==> src/rtl/cms_pix28_test_scheduler_pkg.sv <==
// Shared types and constants for the pix28 test scheduler.
package cms_pix28_package;

  localparam int NUM_TESTS_MAX = 15;
  localparam int PIN_W         = 7;

  // Idle level of config_load: shift register presents its parallel outputs.
  localparam logic CONFIG_REG_MODE_PARALLEL_OUT = 1'b1;

  typedef enum logic [2:0] {
    SCHED_IDLE  = 3'd0,
    SCHED_ARM   = 3'd1,
    SCHED_PULSE = 3'd2,
    SCHED_RUN   = 3'd3,
    SCHED_DONE  = 3'd4,
    SCHED_ABORT = 3'd5
  } state_t_sm_test_sched;

  // Tests use phase d-2, so the config-clock period never drops below 4 cycles.
  function automatic logic [6:0] eff_delay(input logic [6:0] dly);
    return (dly < 7'd3) ? 7'd3 : dly;
  endfunction

endpackage

==> src/rtl/cms_pix28_config_clk_gen.sv <==
// Free-running phase counter and divided config clock shared by all tests.
module cms_pix28_config_clk_gen
  import cms_pix28_package::*;
(
  input  logic       clk,
  input  logic       reset_not,
  input  logic [6:0] test_delay,
  output logic [6:0] clk_counter,
  output logic       fast_config_clk
);

  logic [6:0] w_d;
  logic [6:0] w_half;
  logic [6:0] w_cnt_nxt;
  logic [6:0] r_cnt;
  logic       r_fcc;

  assign w_d       = eff_delay(test_delay);
  assign w_half    = 7'((8'(w_d) + 8'd1) >> 1);
  // Out-of-range count (d just lowered) falls straight back to phase 0.
  assign w_cnt_nxt = (r_cnt >= w_d) ? 7'd0 : r_cnt + 7'd1;

  // Counter and clock registered together so the clock tracks the visible count.
  always_ff @(posedge clk or negedge reset_not) begin
    if (!reset_not) begin
      r_cnt <= 7'd0;
      r_fcc <= 1'b0;
    end else begin
      r_cnt <= w_cnt_nxt;
      r_fcc <= (w_cnt_nxt < w_half);
    end
  end

  assign clk_counter     = r_cnt;
  assign fast_config_clk = r_fcc;

endmodule

==> src/rtl/cms_pix28_test_scheduler.sv <==
// Sequences one selected ipX_testY state machine: arm, phase-aligned start,
// run with timeout/abort, and muxes the selected test's pins to the chip.
module cms_pix28_test_scheduler
  import cms_pix28_package::*;
#(
  parameter int NUM_TESTS = 15,
  parameter int TMO_W     = 16
) (
  input  logic                              clk,
  input  logic                              reset_not,
  input  logic [3:0]                        test_select,
  input  logic                              test_start,
  input  logic                              test_abort,
  input  logic [6:0]                        test_delay,
  input  logic [TMO_W-1:0]                  timeout_max,
  input  logic [NUM_TESTS-1:0]              test_done_i,
  input  logic [NUM_TESTS-1:0][PIN_W-1:0]   test_pins_i,
  output logic [6:0]                        clk_counter,
  output logic                              fast_config_clk,
  output logic [NUM_TESTS-1:0]              test_enable,
  output logic                              test_enable_re,
  output state_t_sm_test_sched              sched_state,
  output logic                              busy,
  output logic                              done,
  output logic                              timeout,
  output logic                              err_sel,
  output logic                              o_config_clk,
  output logic                              o_reset_not,
  output logic                              o_config_in,
  output logic                              o_config_load,
  output logic                              o_vin_test_trig_out,
  output logic                              o_scan_in,
  output logic                              o_scan_load
);

  state_t_sm_test_sched r_state, w_state_nxt;
  logic [3:0]           r_sel;
  logic                 r_start_q;
  logic [TMO_W-1:0]     r_tmo;
  logic                 r_done, r_timeout, r_err_sel, r_hold;

  logic [6:0]           w_d;
  logic                 w_edge, w_sel_ok;
  logic [NUM_TESTS-1:0] w_onehot;
  logic [TMO_W-1:0]     w_tmo_inc;
  logic                 w_done_sel, w_tmo_hit;
  logic                 w_go, w_bad, w_fin, w_tmo_ab;
  logic                 w_en_on;
  logic [PIN_W-1:0]     w_pins, w_pins_out;

  cms_pix28_config_clk_gen u_clk_gen (
    .clk             (clk),
    .reset_not       (reset_not),
    .test_delay      (test_delay),
    .clk_counter     (clk_counter),
    .fast_config_clk (fast_config_clk)
  );

  assign w_d        = eff_delay(test_delay);
  assign w_edge     = test_start & ~r_start_q;
  assign w_sel_ok   = (test_select != 4'd0) && (int'(test_select) <= NUM_TESTS);
  assign w_onehot   = (r_sel == 4'd0) ? '0 : (NUM_TESTS'(1) << (r_sel - 4'd1));
  assign w_tmo_inc  = (&r_tmo) ? r_tmo : r_tmo + TMO_W'(1);
  assign w_done_sel = |(test_done_i & w_onehot);
  // Hit on the cycle that completes timeout_max RUN cycles.
  assign w_tmo_hit  = (timeout_max != '0) && (w_tmo_inc == timeout_max);

  // State register.
  always_ff @(posedge clk or negedge reset_not) begin
    if (!reset_not) r_state <= SCHED_IDLE;
    else            r_state <= w_state_nxt;
  end

  // Next state and one-cycle control strobes; done beats abort/timeout.
  always_comb begin
    w_state_nxt = r_state;
    w_go        = 1'b0;
    w_bad       = 1'b0;
    w_fin       = 1'b0;
    w_tmo_ab    = 1'b0;
    case (r_state)
      SCHED_IDLE: begin
        if (w_edge) begin
          if (w_sel_ok) begin
            w_state_nxt = SCHED_ARM;
            w_go        = 1'b1;
          end else begin
            w_bad = 1'b1;
          end
        end
      end
      SCHED_ARM:   if (clk_counter == w_d) w_state_nxt = SCHED_PULSE;
      SCHED_PULSE: w_state_nxt = SCHED_RUN;
      SCHED_RUN: begin
        if (w_done_sel) begin
          w_state_nxt = SCHED_DONE;
          w_fin       = 1'b1;
        end else if (test_abort || w_tmo_hit) begin
          w_state_nxt = SCHED_ABORT;
          w_tmo_ab    = w_tmo_hit;
        end
      end
      SCHED_DONE:  w_state_nxt = SCHED_IDLE;
      SCHED_ABORT: w_state_nxt = SCHED_IDLE;
      default:     w_state_nxt = SCHED_IDLE;
    endcase
  end

  // Latched select, status flags, run timer and start history.
  always_ff @(posedge clk or negedge reset_not) begin
    if (!reset_not) begin
      r_sel     <= 4'd0;
      r_start_q <= 1'b0;
      r_tmo     <= '0;
      r_done    <= 1'b0;
      r_timeout <= 1'b0;
      r_err_sel <= 1'b0;
      r_hold    <= 1'b0;
    end else begin
      r_start_q <= test_start;
      if (w_go) begin
        r_sel     <= test_select;
        r_done    <= 1'b0;
        r_timeout <= 1'b0;
        r_err_sel <= 1'b0;
        r_hold    <= 1'b0;
      end
      if (w_bad)    r_err_sel <= 1'b1;
      if (w_fin) begin
        r_done <= 1'b1;
        r_hold <= 1'b1;
      end
      if (w_tmo_ab) r_timeout <= 1'b1;
      if (r_state == SCHED_PULSE)    r_tmo <= '0;
      else if (r_state == SCHED_RUN) r_tmo <= w_tmo_inc;
    end
  end

  // Enable stays up after a completed run so the test keeps its status.
  assign w_en_on = (r_state == SCHED_ARM) || (r_state == SCHED_PULSE) ||
                   (r_state == SCHED_RUN) || (r_state == SCHED_DONE) ||
                   ((r_state == SCHED_IDLE) && r_hold);

  assign test_enable    = w_en_on ? w_onehot : '0;
  assign test_enable_re = (r_state == SCHED_PULSE);
  assign sched_state    = r_state;
  assign busy           = (r_state == SCHED_ARM) || (r_state == SCHED_PULSE) ||
                          (r_state == SCHED_RUN);
  assign done           = r_done;
  assign timeout        = r_timeout;
  assign err_sel        = r_err_sel;

  // One-hot AND-OR pin mux; safe chip levels whenever no test is enabled.
  always_comb begin
    w_pins = '0;
    for (int k = 0; k < NUM_TESTS; k++) begin
      if (test_enable[k]) w_pins = w_pins | test_pins_i[k];
    end
    w_pins_out = (|test_enable) ? w_pins :
                 {1'b0, 1'b1, 1'b0, CONFIG_REG_MODE_PARALLEL_OUT, 3'b000};
  end

  assign {o_config_clk, o_reset_not, o_config_in, o_config_load,
          o_vin_test_trig_out, o_scan_in, o_scan_load} = w_pins_out;

endmodule

==> config.mk <==
export PLATFORM = sky130hd
export DESIGN_NAME = cms_pix28_test_scheduler
export DESIGN_NICKNAME = d
export VERILOG_FILES = /design/src/rtl/cms_pix28_test_scheduler_pkg.sv /design/src/rtl/cms_pix28_config_clk_gen.sv /design/src/rtl/cms_pix28_test_scheduler.sv
export SDC_FILE = /design/constraint.sdc
export NUM_CORES = 1
export LEC_CHECK = 0
export CAP_MARGIN = 25
export CELL_PAD_IN_SITES_DETAIL_PLACEMENT = 0
export CELL_PAD_IN_SITES_GLOBAL_PLACEMENT = 1
export CORE_UTILIZATION = 31
export CTS_BUF_LIST = sky130_fd_sc_hd__clkbuf_8 sky130_fd_sc_hd__clkbuf_16
export DETAILED_ROUTE_END_ITERATION = 8
export MAX_ROUTING_LAYER = met4
export PLACE_DENSITY = 0.94
export SYNTH_ARGS = -nofsm -noshare
export SYNTH_HDL_FRONTEND = slang
export SYNTH_SLANG_ARGS = --single-unit
export TNS_END_PERCENT = 20
==> constraint.sdc <==
create_clock -name clk -period 4.25 [get_ports clk]
set_input_delay 1.275 -clock clk [delete_from_list [all_inputs] [get_ports clk]]
set_output_delay 1.275 -clock clk [all_outputs]
set_load 0.03 [all_outputs]
# Word level (Yosys, flattened, before mapping)
# Cells that the tools add are included.
[word_totals]
register_bits = 35
in_bits = 151
output_inout_bits = 38
wordCells = 107
[op_classes]
add_sub_neg = 4
n_lt_le_gt_ge = 3
eq_ne = 10
shift = 1
mux = 44
n_bitwise = 17
n_reduce_logical = 19
[op_table]
columns = ["cell", "count"]
rows = [
  ["7-bit two-way mux", 18],
  ["7-bit bitwise OR", 14],
  ["16-bit two-way mux", 3],
  ["15-bit two-way mux", 2],
  ["15-bit OR reduction", 2],
  ["16-bit by 1-bit adder with 16-bit output, second input constant", 1],
  ["16-bit == test", 1],
  ["16-bit AND reduction", 1],
  ["16-bit nonzero test", 1],
  ["15-bit AND", 1],
  ["1-bit two-way mux", 15],
  ["3-bit two-way mux", 5],
  ["1-bit by 4-bit << shifter with 15-bit output, first input constant", 1],
  ["3-bit one-hot mux with 4 select lines", 1],
  ["7-bit by 1-bit adder with 8-bit output, second input constant", 1],
  ["2-bit nonzero test", 4],
  ["7-bit by 1-bit adder with 7-bit output, second input constant", 1],
  ["7-bit == test", 1],
  ["7-bit >= comparator", 1],
  ["7-bit by 2-bit less-than comparator with 1-bit output, second input constant", 1],
  ["7-bit less-than comparator", 1],
  ["3-bit by 2-bit == test with 1-bit output, second input constant", 2],
  ["2-bit inequality test, second input constant", 3],
  ["1-bit logical OR", 5],
  ["other kinds (11)", 12],
]

# Depth between registers and ports, before layout
# Gate-level depths: netlist (run 1).
[logic_depth]
word_depth = 36
ltp_mapped = 16
mapped_depth_nobuf = 16

# By module
# A second synthesis (run 1) with hierarchy kept.
[unflattened]
hier_cells = 530
area_unflattened_um2 = 4142.7
[modules_own_cells]
columns = ["mod", "n_inst", "cells_per_inst", "area_per_inst_um2", "seq_area_each_um2"]
rows = [
  ["cms_pix28_test_scheduler", 1, 445, 3395.8, 675.6],
  ["cms_pix28_config_clk_gen", 1, 85, 747.0, 200.2],
]

# Least setup slack after synthesis (run 1)
# No wires, ideal clock.
[synth_path]
path_kind = "reg-to-output"
start = "register r_state[0] (netlist: sched_state[0])"
end = "output port o_config_clk"
arrival_ps = 2919
required_time_ps = 2975
slack_ps = 56
path_stages_with_launch = 8
n_path_buf = 0
cell_sequence = "dfrtp_1 > or2_2 > a21oi_1 > nand2_1 > nor3_1 > a22o_1 > a221oi_1 > nand4_1"
[synth_between]
word_cells_on_any_way = 42
classes_between = "eq/ne (4); mux (17); bitwise (14); reduce/logical (7)"
[synth_rtl]
columns = ["item", "line", "rtl"]
rows = [
  ["start, declared", "cms_pix28_test_scheduler.sv:36", "state_t_sm_test_sched r_state, w_state_nxt;"],
  ["start signal, assigned", "cms_pix28_test_scheduler.sv:71", "else r_state <= w_state_nxt;"],
  ["3-bit by 1-bit == test with 1-bit output / 3-bit by 2-bit == test with 1-bit output (equally long branches)", "cms_pix28_test_scheduler.sv:140", "assign w_en_on = (r_state == SCHED_ARM) || (r_state == SCHED_PULSE) ||"],
  ["1-bit logical OR (2 in series)", "cms_pix28_test_scheduler.sv:140", ""],
  ["1-bit logical OR", "cms_pix28_test_scheduler.sv:141", "(r_state == SCHED_RUN) || (r_state == SCHED_DONE) ||"],
  ["1-bit logical OR (*)", "cms_pix28_test_scheduler.sv:141", ""],
  ["15-bit two-way mux (*)", "cms_pix28_test_scheduler.sv:144", "assign test_enable = w_en_on ? w_onehot : '0;"],
  ["named net test_enable[2]", "cms_pix28_test_scheduler.sv:20", "output logic [NUM_TESTS-1:0] test_enable,"],
  ["7-bit two-way mux", "cms_pix28_test_scheduler.sv:157", "if (test_enable[k]) w_pins = w_pins | test_pins_i[k];"],
  ["7-bit bitwise OR", "cms_pix28_test_scheduler.sv:157", ""],
  ["(+16 left out)", "--", ""],
  ["7-bit two-way mux", "cms_pix28_test_scheduler.sv:157", ""],
  ["7-bit bitwise OR", "cms_pix28_test_scheduler.sv:157", ""],
  ["7-bit two-way mux", "cms_pix28_test_scheduler.sv:157", ""],
  ["7-bit bitwise OR", "cms_pix28_test_scheduler.sv:157", ""],
  ["7-bit two-way mux", "cms_pix28_test_scheduler.sv:157", ""],
  ["7-bit bitwise OR", "cms_pix28_test_scheduler.sv:157", ""],
  ["7-bit two-way mux", "cms_pix28_test_scheduler.sv:157", ""],
  ["7-bit two-way mux (*)", "cms_pix28_test_scheduler.sv:159", "w_pins_out = (|test_enable) ? w_pins :"],
  ["end, declared", "cms_pix28_test_scheduler.sv:27", "output logic o_config_clk,"],
]
# Mark *: on every way through the listed nets, which the timed path passes. The rest lies on a longest branch.

# Worst setup path in the final report (run 1)
[layout_path]
start = "input port test_delay[6]"
end = "register u_clk_gen.r_fcc (netlist: u_clk_gen.fast_config_clk)"
[layout_between]
elab_chain_cells = 5
word_cells_on_any_way = 6
classes_between = "add/sub (1); order compare (3); mux (2)"
[layout_rtl]
columns = ["item", "line", "rtl"]
rows = [
  ["start, declared", "cms_pix28_test_scheduler.sv:14", "input logic [6:0] test_delay,"],
  ["7-bit by 2-bit less-than comparator with 1-bit output", "cms_pix28_test_scheduler_pkg.sv:21", "return (dly < 7'd3) ? 7'd3 : dly;"],
  ["7-bit two-way mux (*)", "cms_pix28_test_scheduler_pkg.sv:21", ""],
  ["7-bit >= comparator (*)", "cms_pix28_config_clk_gen.sv:21", "assign w_cnt_nxt = (r_cnt >= w_d) ? 7'd0 : r_cnt + 7'd1;"],
  ["7-bit two-way mux (*)", "cms_pix28_config_clk_gen.sv:21", ""],
  ["named net u_clk_gen.w_cnt_nxt[3]", "cms_pix28_config_clk_gen.sv:14", "logic [6:0] w_cnt_nxt;"],
  ["7-bit less-than comparator (*)", "cms_pix28_config_clk_gen.sv:30", "r_fcc <= (w_cnt_nxt < w_half);"],
  ["end signal, assigned", "cms_pix28_config_clk_gen.sv:30", ""],
  ["end, declared", "cms_pix28_config_clk_gen.sv:16", "logic r_fcc;"],
]
# Marked as above.
# A chain may end at the register's enable or synchronous reset.

==> results of run 1 <==
[synth_stat cells, types with 4 or more instances]
cell type	n	share of area [%]
a21oi_1	23	3.1
a221oi_1	6	1.4
a222oi_1	7	1.9
a22o_1	10	2.3
a22oi_1	31	6.2
a31oi_1	4	0.67
and3_1	8	1.3
buf_2	6	0.80
clkbuf_1	12	1.2
dfrtp_1	35	23
ha_1	16	5.3
inv_1	12	1.2
mux2_2	4	1.2
mux2i_1	6	1.6
nand2_1	41	4.1
nand2b_1	13	2.2
nand3_1	16	2.1
nand3b_1	4	0.80
nand4_1	12	2.0
nor2_1	45	4.5
nor2b_1	8	1.3
nor3_1	6	0.80
nor4_1	8	1.3
nor4_4	4	2.3
o21ai_0	10	1.3
o31ai_1	11	2.2
or2_2	4	0.67
or3_1	5	0.83
xnor2_1	19	4.4
xor2_1	8	1.9
[where the power goes]
| part | switching [W] | leakage (nW) | internal, W |
|---|---|---|---|
| clock | 0.000149 | 0.0658 | 0.000216 |
| sequential | 0.000101 | 0.461 | 0.000403 |
| combinational | 0.00104 | 1.89 | 0.000820 |
| total | 0.00129 | 2.41 | 0.00144 |
[cells in the final DEF, fill, tap and decap left out, types with 8 or more instances in the layout]
cell	synthesis	layout
nand2_1	41	41
buf_4	1	34
nand3_1	16	16
dfrtp_1	35	35
xor2_1	8	8
nor4_1	8	8
nor2b_1	8	8
o21ai_0	10	9
o31ai_1	11	11
inv_1	12	12
nand2b_1	13	13
xnor2_1	19	19
ha_1	16	16
a22o_1	10	10
nand4_1	12	12
a21oi_1	23	22
and3_1	8	8
a22oi_1	31	31
nor2_2	0	8
nor2_1	45	37
clkdlybuf4s50_1	0	174
[worst max-delay path, cell delays in order]
cell	delay, ns
clkdlybuf4s50_1	0.47
inv_1	0.05
nand4_1	0.08
nor2_1	0.05
or2_2	0.29
ha_1	0.29
nand2b_1	0.15
a21o_1	0.18
a21o_1	0.17
a21oi_1	0.17
o21ai_2	0.10
buf_4	0.17
nor2_2	0.15
ha_1	0.19
a211o_1	0.15
o2111ai_1	0.10
a22o_1	0.24
[layout make-up]
type                    instances  area [µm²]
clock inverters                 3        20.0
well taps                     143         179
clock buffers                   5         125
multi-input cells             381        2770
inverters                      12        45.0
fillers                      1112        5540
flip-flops and latches         35         876
repair buffers                211        2060
[what timing repair did]
item	in CTS	in global routing
pin swaps	0	1
hold endpoints to repair	0	0
setup endpoints to repair	1	14
resized for setup	1	10
[metal layers]
layer / vias up / wire, µm
li1: 2126 / -
met1: 2147 / 5990
met2: 187 / 7900
met3: 24 / 932
met4: 0 / 300
met5: - / 0
[metrics by stage]
| stage | cells | hold slack [ns] | instance area (µm²) | utilization (%) | setup WS, ns |
|---|---|---|---|---|---|
| 2_1_floorplan | 447 | 0.574 | 3750 | - | 0.0558 |
| 3_3_place_gp | 782 | 0.482 | 5900 | 50.8 | -0.0781 |
| 3_5_place_dp | 782 | 0.492 | 5900 | 50.8 | -0.221 |
| 4_1_cts | 790 | 0.511 | 6050 | 52.1 | 0.0534 |
| 5_1_grt | 790 | 0.544 | 6080 | 52.3 | -0.0580 |
| 6_report | 790 | 0.505 | 6080 | 52.3 | 0.126 |
[logic make-up (layout without fill, tap and decap cells)]
family	count (synthesis)	in the layout	synth area share [%]
AO/OA/AOI/OAI	127	127	26.4
adder cells (fa/ha/maj)	16	16	5.34
flip-flops	35	35	23.4
multiplexers	10	10	2.80
AND/OR/NAND/NOR	200	200	32.0
buffers and inverters	31	231	3.40
XOR/XNOR	28	28	6.74
[flip-flops by register name, indices dropped and copies added, names as in the netlist]
name and flops:
timeout 1, r_hold 1, sched_state 3, r_start_q 1, u_clk_gen.clk_counter 7, r_tmo 16
u_clk_gen.fast_config_clk 1, r_sel 4, err_sel 1
[path summary, 6_finish.rpt]
| kind | from | end | slack, ns | cells after the start |
|---|---|---|---|---|
| setup / recovery | test_delay[6] | u_clk_gen.fast_config_clk | 0.13 | 17 |
| hold / removal | timeout | timeout | 0.50 | 2 |
| setup reg to reg | r_tmo[0] | sched_state[1] | 1.07 | 9 |
| hold reg to reg | timeout | timeout | 0.50 | 2 |
| max in group asynchronous | reset_not | r_start_q | 2.49 | 2 |
| min in group asynchronous | reset_not | r_tmo[14] | 1.41 | 2 |
==> flow_summary.yaml, run 1 <==
detailed_routing:
  drt_wl_total_um: 15100
  vias: 4484
  dr.pass1.iters: 9
  drt_iter0_drc: 327
  drc_errors: 19
  wire_per_inst_um: 19.1
  viasPerCell: 5.68
  final_antenna_net_count: 0
floorplanning:
  die_h_um: 112
  io_pins: 189
  die-area_um2: 12500
  num_rows: 39
  die-width_um: 112
  core_area_um2: 11600
  initial_utilization_pct: 32.3
global_route:
  grt_max_degree: 36
  grt-ovfl-total: 0
  grt_pass1_vias: 4476
  busiest_layer: "met2"
  grt.met1_usage_pct: 27.5
  grt_first_pass_wirelength_um: 23400
  use_met2_pct: 44.8
  grtUsageMet3_pct: 2.99
  grt_usage_pct: 24.3
  antenna_found_initial: 0
power_and_ir_drop:
  ir_drop_uv: 399
  p_total_w: 0.00273
  power_leakage_nw: 2.41
  p_per_area_nw_per_um2: 449
place:
  io_buffers: 188
  place_congestion: 0.940
  place_hpwl_um: 12200
clock_tree:
  clk_pin_slew_worst_paths_ns: 0.06
  clock_latency_ns: 0.28
  ctsHoldBuffers: 0
  cts_buffer_depth: 2
  cts_setup_buffers: 0
  cts_made_buffers: 5
  cts_root_buf: "clkbuf_16"
  ctsHtreeMaxLevel: 2
  cts_tree: "yes"
  clkSinkCount: 35
synth:
  synth-edff-count: 0
  postSynth.asyncResetShare_pct: 100
  synthCells: 447
  avgSynthCellArea_um2: 8.39
  synth-main-ff-cell: "dfrtp_1"
  syn-num-nets: 614
  yosysWarnings: 0
  ys_ff_latch: 35
  synth_area_um2: 3750
  synth_cell_types: 69
  seq_area_frac_synth_pct: 23.4
sta:
  fin_worst_skew_ns: 0.00833
  finalSetupTns_ns: 0
  finalMaxSlewViolations: 0
  hold_violations: 0
  fin_crit_ns: 4.12
  finalCritPeriodShare_pct: 97.0
  max_slew_margin_pct: 56.7
  rsz0062_at_grt: "true"
  setup_viol: 0
  tightest_slew_ns: 0.645
  fmax_mhz: 242
setup_path:
  cp-end-kind: "register"
  crit_arrival_ns: 4.29
  critPathLaunchType: "input port"
  cp_max_fo: 4
  crit_type: "input port to register"
  required_ns: 4.42
status:
  violations: "DRC"
  outcome: "finished with violations"
final_layout:
  area_growth_pct: 62.0
  antenna_cells: 0
  nets: 813
  drive_gt1_share_pct: 13.8
hold_path:
  hold_path.class: "register to register"
flow_run:
  cap_viol_max_count: 0
No activity file was read; power rests on OpenSTA's default activity.
==> run 2, diff against run 1 <==
--- a/config.mk
+++ b/config.mk
@@ -8,11 +8,14 @@
 export CAP_MARGIN = 25
 export CELL_PAD_IN_SITES_DETAIL_PLACEMENT = 0
 export CELL_PAD_IN_SITES_GLOBAL_PLACEMENT = 1
+export CORE_MARGIN = 2
 export CORE_UTILIZATION = 31
 export CTS_BUF_LIST = sky130_fd_sc_hd__clkbuf_8 sky130_fd_sc_hd__clkbuf_16
+export CTS_CLUSTER_DIAMETER = 50
 export DETAILED_ROUTE_END_ITERATION = 8
 export MAX_ROUTING_LAYER = met4
 export PLACE_DENSITY = 0.94
+export SKIP_LAST_GASP = 1
 export SYNTH_ARGS = -nofsm -noshare
 export SYNTH_HDL_FRONTEND = slang
 export SYNTH_SLANG_ARGS = --single-unit
==> run 2 against run 1 <==
The run now ends clean. Worst setup slack got worse by 0.10 ns. Utilization is 1.9 points lower. Die area is 3.6% higher. Critical path depth fell by 12. First-iteration DRC count grew 7.0%. Wire length fell by 1.0%. Critical endpoint is now test_enable[0].
==> flow_summary.yaml, run 2 (synthesis results as in run 1) <==
status:
  outcome: "complete, no violations"
setup_path:
  required_ns: 2.97
  cp_max_fo: 8
  r2r_end: "sched_state[1]"
  endpoint: "test_enable[0]"
  crit_chain: "or2_2, a21oi_1, nand2_1, nor3_2, clkdlybuf4s50_1"
  regToRegStartpoint: "r_tmo[0]"
  crit_start: "sched_state[1]"
  rrSetupSlack_ns: 1.10
  cp-end-kind: "output pin"
  critPathLaunchType: "register"
  crit_family: "simple AND/OR/NAND/NOR gates"
  path_buf_inv: 1
  crit_type: "register to output pin"
  critPathMaxStageDelay_ns: 0.80
  r2r_cells: 9
  crit_arrival_ns: 2.95
  cp.depth: 5
  cpMaxStageDelayCell: "clkdlybuf4s50_1"
floorplanning:
  num_rows: 40
  die-area_um2: 13000
  initial_utilization_pct: 31.5
  core_area_um2: 11900
  die-width_um: 114
  die_h_um: 114
  io_pins: 189
sta:
  max_slew_margin_pct: 47.9
  fin_crit_ns: 4.22
  fin_worst_skew_ns: 0.00378
  finalMaxSlewViolations: 0
  hold_violations: 0
  hold_ws_ns: 0.479
  setup_viol: 0
  rsz0062_at_grt: "true"
  finalCritPeriodShare_pct: 99.4
  fmax_mhz: 237
  tightest_slew_ns: 0.782
detailed_routing:
  drt_iter0_drc: 350
  dr.pass1.iters: 6
  final_antenna_net_count: 0
  viasPerCell: 5.62
  drt_wl_total_um: 15000
  wire_per_inst_um: 19.0
  vias: 4430
  drc_errors: 0
global_route:
  grt_first_pass_wirelength_um: 23000
  grt_usage_pct: 22.7
  grt_max_degree: 36
  grt_pass1_vias: 4385
  antenna_found_initial: 0
  grt-ovfl-total: 0
clock_tree:
  cts_made_buffers: 5
  cts_setup_buffers: 0
  cts_buffer_depth: 2
  cts_root_buf: "clkbuf_16"
  clk_pin_slew_worst_paths_ns: 0.05
  clock_latency_ns: 0.28
  clkSinkCount: 35
  cts_tree: "yes"
  ctsHtreeMaxLevel: 2
power_and_ir_drop:
  p_total_w: 0.00266
  p_per_area_nw_per_um2: 442
  ir_drop_uv: 353
  power_leakage_nw: 2.38
final_layout:
  mostFrequentLayoutCells: "clkdlybuf4s50_1 (179), nor2_1 (44), nand2_1 (41)"
  drive_gt1_share_pct: 10.9
  layout_commonest_cell: "clkdlybuf4s50_1"
  area_growth_pct: 60.2
  regMostFlops: "r_tmo"
  nets: 808
  largest_register_ffs: 16
  antenna_cells: 0
hold_path:
  hold_path.class: "register to register"
place:
  place_hpwl_um: 12000
  io_buffers: 188
  place_congestion: 0.937
flow_run:
  cap_viol_max_count: 0
run 2: cell types whose count changed in the layout (fill, tap and decap cells not counted), sizes merged:
cell | before | now
buf | 37 | 27
clkbuf | 5 | 6
clkdlybuf4s50 | 174 | 179
clkinvlp | 2 | 0
run 2: layout make-up:
type	instances	area, µm²
Fill cell	1108	5900
Multi-Input combinational cell	381	2750
Timing Repair Buffer	206	2000
Sequential cell	35	876
Tap cell	147	184
Clock buffer	6	139
Inverter	12	45.0
Clock inverter	1	5.00
run 2: tightest hold or removal path, cell delays in order (launching register included):
cell and delay, ns:
dfrtp_1 0.33, nand2_1 0.06, o31ai_1 0.05
run 2: worst min path at each step:
stage | from | end | slack (ns) | cells after the start
after global routing | timeout | timeout | 0.49 | 2
after global placement | timeout | timeout | 0.47 | 2
final | timeout | timeout | 0.48 | 2
after detailed placement | timeout | timeout | 0.47 | 2
after floorplan | r_tmo[6] | r_tmo[6] | 0.57 | 1
after CTS | timeout | timeout | 0.48 | 2
run 2: what timing repair did:
item | in CTS | in global routing
gates resized for setup | 0 | 2
endpoints found under the hold margin | 0 | 0
endpoints found under the setup margin | 0 | 15
hold buffers | 0 | 0
run 2: power breakdown:
part	switching [W]	total (W)	internal (W)	leakage, nW
clock network	0.000128	0.000356	0.000228	0.0727
registers	0.000130	0.000534	0.000403	0.461
logic	0.000987	0.00177	0.000780	1.85
run 2: per-stage QoR:
step           worst slack (ns)  utilization (%)  instances  cell area [µm²]  setup TNS (ns)
6_report                 0.0266             50.4        788             6010               0
5_1_grt                  -0.142             50.4        788             6010           -1.15
4_1_cts                  0.0185             50.4        788             6000               0
3_5_place_dp             -0.187             49.2        781             5860          -0.187
3_3_place_gp            -0.0713             49.2        781             5860         -0.0713
2_1_floorplan            0.0558                -        447             3750               0
run 2: layer usage:
layer  up-vias  global-route usage [%]  wire length, µm  part of all wire (%)
met5         -                       -                0                     0
met4         0                    5.85              238                   1.6
met3        24                    3.56              807                   5.4
met2       179                    37.0             7270                    49
met1      2110                    29.6             6650                    44
li1       2117                       -                -                     -
==> run 3, diff against run 2 <==
--- a/config.mk
+++ b/config.mk
@@ -5,7 +5,7 @@
 export SDC_FILE = /design/constraint.sdc
 export NUM_CORES = 1
 export LEC_CHECK = 0
-export CAP_MARGIN = 25
+export CAP_MARGIN = 10
 export CELL_PAD_IN_SITES_DETAIL_PLACEMENT = 0
 export CELL_PAD_IN_SITES_GLOBAL_PLACEMENT = 1
 export CORE_MARGIN = 2
==> results of run 3 <==
Final layout, timing and power as in run 2 (identical DEF).
